### src/rtl/bridge_cmd_queue.sv
// bridge_cmd_queue: 4-deep in-order request FIFO driving a single-outstanding AXI bridge command port.
// Optional last-write hit path is enabled by defining BRIDGE_CMD_QUEUE_LAST_WR_HIT_EN.
//   state | meaning
//   IDLE  | waiting for a queued request at the FIFO head
//   ISSUE | one-cycle C_in_valid pulse carrying the FIFO head
//   WAIT  | bridge transaction outstanding, waiting for C_out_valid
//   RESP  | response held on rsp_* until rsp_ready
module bridge_cmd_queue (
    input  logic        clk,
    input  logic        rst,
    input  logic        req_valid,
    output logic        req_ready,
    input  logic        req_rw,
    input  logic [7:0]  req_addr,
    input  logic [63:0] req_wdata,
    output logic        rsp_valid,
    input  logic        rsp_ready,
    output logic        rsp_rw,
    output logic [63:0] rsp_rdata,
    output logic        C_in_valid,
    output logic        C_r_wb,
    output logic [7:0]  C_addr,
    output logic [63:0] C_data_w,
    input  logic        C_out_valid,
    input  logic [63:0] C_data_r
);
    typedef enum logic [1:0] {IDLE, ISSUE, WAIT, RESP} state_t;
    state_t state, state_nxt;

    logic        fifo_rw   [4];
    logic [7:0]  fifo_addr [4];
    logic [63:0] fifo_data [4];
    logic [1:0]  wr_ptr, rd_ptr;
    logic [2:0]  count;
    logic        push, pop;
    logic        head_rw;
    logic [7:0]  head_addr;
    logic [63:0] head_data;
    logic        rsp_load;
    logic [63:0] rsp_load_data;
    logic        hit;
    logic [63:0] hit_data;

    // Full blocks pushes outright, even when the head pops in the same cycle.
    assign req_ready = (count != 3'd4);
    assign push      = req_valid && req_ready;
    assign head_rw   = fifo_rw[rd_ptr];
    assign head_addr = fifo_addr[rd_ptr];
    assign head_data = fifo_data[rd_ptr];

    always_ff @(posedge clk) begin
        if (push) begin
            fifo_rw[wr_ptr]   <= req_rw;
            fifo_addr[wr_ptr] <= req_addr;
            fifo_data[wr_ptr] <= req_wdata;
        end
    end

    always_ff @(posedge clk) begin
        if (rst) begin
            wr_ptr <= 2'd0;
            rd_ptr <= 2'd0;
            count  <= 3'd0;
        end else begin
            if (push) wr_ptr <= wr_ptr + 2'd1;
            if (pop)  rd_ptr <= rd_ptr + 2'd1;
            case ({push, pop})
                2'b10:   count <= count + 3'd1;
                2'b01:   count <= count - 3'd1;
                default: count <= count;
            endcase
        end
    end

`ifdef BRIDGE_CMD_QUEUE_LAST_WR_HIT_EN
    logic        lw_valid;
    logic [7:0]  lw_addr;
    logic [63:0] lw_data;

    always_ff @(posedge clk) begin
        if (rst) begin
            lw_valid <= 1'b0;
            lw_addr  <= 8'd0;
            lw_data  <= 64'd0;
        end else if (state == WAIT && C_out_valid && !head_rw) begin
            lw_valid <= 1'b1;
            lw_addr  <= head_addr;
            lw_data  <= head_data;
        end
    end

    assign hit      = head_rw && lw_valid && (lw_addr == head_addr);
    assign hit_data = lw_data;
`else
    assign hit      = 1'b0;
    assign hit_data = 64'd0;
`endif

    always_ff @(posedge clk) begin
        if (rst) state <= IDLE;
        else     state <= state_nxt;
    end

    always_comb begin
        state_nxt     = state;
        pop           = 1'b0;
        rsp_load      = 1'b0;
        rsp_load_data = 64'd0;
        case (state)
            IDLE: begin
                if (count != 3'd0) begin
                    if (hit) begin
                        pop           = 1'b1;
                        rsp_load      = 1'b1;
                        rsp_load_data = hit_data;
                        state_nxt     = RESP;
                    end else begin
                        state_nxt = ISSUE;
                    end
                end
            end
            ISSUE: state_nxt = WAIT;
            WAIT: begin
                if (C_out_valid) begin
                    pop           = 1'b1;
                    rsp_load      = 1'b1;
                    rsp_load_data = head_rw ? C_data_r : 64'd0;
                    state_nxt     = RESP;
                end
            end
            RESP: begin
                if (rsp_ready) state_nxt = IDLE;
            end
            default: state_nxt = IDLE;
        endcase
    end

    always_ff @(posedge clk) begin
        if (rst) begin
            rsp_rw    <= 1'b0;
            rsp_rdata <= 64'd0;
        end else if (rsp_load) begin
            rsp_rw    <= head_rw;
            rsp_rdata <= rsp_load_data;
        end
    end

    assign rsp_valid  = (state == RESP);
    assign C_in_valid = (state == ISSUE);
    assign C_r_wb     = C_in_valid && head_rw;
    assign C_addr     = C_in_valid ? head_addr : 8'd0;
    assign C_data_w   = C_in_valid ? head_data : 64'd0;

endmodule

### config.mk
export PLATFORM = sky130hd
export DESIGN_NAME = bridge_cmd_queue
export DESIGN_NICKNAME = d
export VERILOG_FILES = /design/src/rtl/bridge_cmd_queue.sv
export SDC_FILE = /design/constraint.sdc
export NUM_CORES = 1
export LEC_CHECK = 0
export CORE_UTILIZATION = 55
export DETAILED_ROUTE_END_ITERATION = 10
export PLACE_DENSITY = 0.88
export SLEW_MARGIN = 20
export SYNTH_ARGS = -nofsm -noshare
export SYNTH_HDL_FRONTEND = slang
export SYNTH_SLANG_ARGS = --single-unit
### constraint.sdc
create_clock -name clk -period 8 [get_ports clk]
set_clock_uncertainty 0.1 [all_clocks]
set_input_delay 2 -clock clk [delete_from_list [all_inputs] [get_ports clk]]
set_output_delay 2 -clock clk [all_outputs]
set_load 0.05 [all_outputs]
==> impl_results.md <==
* GRT overflow at 0
* Clock sinks at ~370
* Longest Clk Path Bufs at 3
* CP max-delay cell: dfxtp_4
* Wire length per cell at 21.8 microns
* Post-Syn Area at between 10000 and 15000 sq um
* Layout area overhead at 32.6%
* Largest area contributor in the netlist: edfxtp_1
* Post-synthesis sequential area ratio at between 70% and 80%
* Mean Syn Cell Area at approximately 20 sq um
* Fin nets at ~1100
* Io pins at between 200 and 300
* First-pass GRT wire length at 43800 microns
* Vias/cell at about 5.6
* Hold EP: rsp_rdata[15]$_SDFFE_PP0P_
* HPWL after DPL at 17500 microns
* Die ar. at 25300 sq um
* Final setup fails at 0
* Mapped Cells at approximately 670
* Max_cap viols at 0
* Unique masters post-synth at 30
* Reg clk slew, reported paths at around 0.060 ns
* Root Buffer: clkbuf_16
* Largest net degree at the start of global routing at between 70 and 80
* Critical path's largest stage delay at 0.88 ns
* Post-synth top cells: edfxtp_1 (292), dfxtp_1 (76), and2_1 (73), mux4_2 (73), a22o_1 (64)
* RSZ-0062 raised after global routing: false
* Crit. End Element: primary output
* Post-DRT Antenna Nets at 0
* Setup TNS Final at 0 ns
* Worst path cell trace: buf_4, mux4_2, and2_1, clkdlybuf4s50_1
* Pwr Total at ~0.0053 W
* Worst Path Buf+Inv at 2
* H-tree depth at 2
* Most common cell in the synthesized netlist: edfxtp_1
* Hold_buf cts at 0
* CTS tree: yes
* Final hold violations at 0
* CP arrival at about 3.6 ns
* Crit share post-route at 71.2%
* Reg2Reg Capture Point: rsp_rdata[22]$_SDFFE_PP0P_
* First-pass DRT Iterations at 5
* Share of cells above drive strength 1 at 14.5%
* Vias in the first global route at ~7700
* Power density cells at 293 nW/um^2
* CP required at a little under 6 ns
* Yosys Warn Count at 0
* Core region area at about 24000 sq um
* Num CTS Buffers at 38
* Synth Register Bits at approximately 370
* Post-synth net total at 824
* Critical Path Start Type: register
* R2R Setup Slk at around 5.4 ns
* Leak at ~6.0 nW
* Ys flop type: edfxtp_1
* Crit path max fanout at 42
* Wirelength, routed at approximately 29000 microns
* Post-CTS setup buffer count at 0
* Worst skew pair latency at 0.50 ns
* Initial Util at between 50 and 60%
* Relative slew slack at between 20 and 30%
* DIE WIDTH at between 150 and 200 microns
* Hold wc startpoint: rsp_rdata[15]$_SDFFE_PP0P_
* Number of flops mapped to enable cells by yosys at slightly below 300
* DR iter-0 viols at about 520
* DRC viols at 0
* Via count at ~7300
* Worst Hold Class: register to register
* Setup WS pre-CTS at about 2.7 ns
* Crit path max-delay family: buffers and inverters
* Worst setup margin at roughly 2.3 ns
* Main area contributors after synthesis: edfxtp_1 (65%), mux4_2 (12%), dfxtp_1 (11%)
* F_max at 0.175 GHz
* Register-to-Register Path Depth at 3
* Crit path time final at 5.70 ns
* Antenna violations before repair at 1
* Die Y at 159 microns
* Final Wtd Congestion at between 0.7 and 0.8
* Slew at the pin with the worst max-slew slack at about 1.1 ns
* Port Buffers at roughly 280
* Gates resized, CTS repair at 0
* Slew Viols, Final at 0
* Status: completed
* GRT Util Overall at between 20% and 30%
* Crit Path Category: register to primary output
* Post-synth top area share at ~65%
* Rows at between 50 and 60
* Worst vdd ir at slightly above 0.2 mV
* Hold Path Depth at 1
* Asr flop ratio synth at 0%
## where the power goes
part           switching (W)  total [W]  leakage [nW]  internal [W]
sequential         0.0000687    0.00226          3.30       0.00219
combinational       0.000723    0.00119          2.05      0.000468
clock               0.000681    0.00182         0.630       0.00114
## metrics by stage
stage               area [sq um]  hold WS (ns)  cells  util [%]
finish                     18000         0.375   1316      74.2
global placement           16700         0.356   1245      68.7
detailed placement         16700         0.356   1245      68.7
CTS                        18000         0.375   1314      74.1
global route               18000         0.388   1314      74.1
floorplan                  13600         0.367    672         -
## registers in the layout (all words and copies together) (netlist names), named ones only
register	count
rsp_rw	1
fifo_rw	4
wr_ptr	2
rsp_rdata	64
fifo_addr	32
count	3
fifo_data	256
state	2
rd_ptr	2
## how the worst max path moves through the flow
stage / endpoint / slack [ns] / from / cells after the start
5_1_grt: C_data_w[43] / 2.03 / register / 4
3_3_place_gp: C_addr[7] / 2.76 / register / 4
3_5_place_dp: C_data_w[3] / 2.74 / register / 4
2_1_floorplan: fifo_addr[0][0]$_DFFE_PP_ / 3.45 / req_valid / 2
6_report: C_data_w[51] / 2.30 / register / 4
4_1_cts: C_data_w[44] / 2.19 / register / 4
## cells by family after synthesis
family	after synthesis	synth area share (%)
and+or+nand+nor	95	4.27
AOI/OAI and AO/OA	75	4.68
DFF	368	75.9
xor gates and xnor gates	4	0.258
adders and majority gates	10	0.978
muxes	74	12.2
buffers and inverters	46	1.73
## cell usage in the layout (no fill, tap or decap), types with 2 or more instances in the layout
master	instances
edfxtp_1	292
clkdlybuf4s50_1	282
dfxtp_1	74
mux4_2	73
and2_1	73
a22o_1	64
clkbuf_16	40
clkbuf_1	10
ha_1	8
bufinv_16	7
buf_4	7
inv_1	6
clkinv_1	6
and3_4	5
nor2_1	5
a21oi_1	4
nand3_1	3
clkinv_2	3
diode_2	2
nand2_1	2
xor2_1	2
nor2b_1	2
o31ai_1	2
a21o_1	2
xnor2_1	2
dfxtp_4	2
## routing by layer
| layer | GRT usage, % | vias to the layer above | part of all wire [%] |
|---|---|---|---|
| met4 | 6.29 | 0 | 1.8 |
| met1 | 30.5 | 3756 | 41 |
| met2 | 38.0 | 262 | 51 |
| li1 | - | 3279 | - |
| met3 | 5.11 | 38 | 6.2 |
| met5 | 0 | - | 0 |
## area by class of cell
| class | count | area, sq um |
|---|---|---|
| diodes | 2 | 5.00 |
| clock buffers | 50 | 1040 |
| clock inverters | 19 | 269 |
| fillers | 1409 | 6260 |
| inverters | 6 | 22.5 |
| multi-input cells | 258 | 3070 |
| flip-flops and latches | 368 | 10300 |
| well taps | 324 | 405 |
| repair buffers | 289 | 2880 |
(Power assumes the default switching activity.)
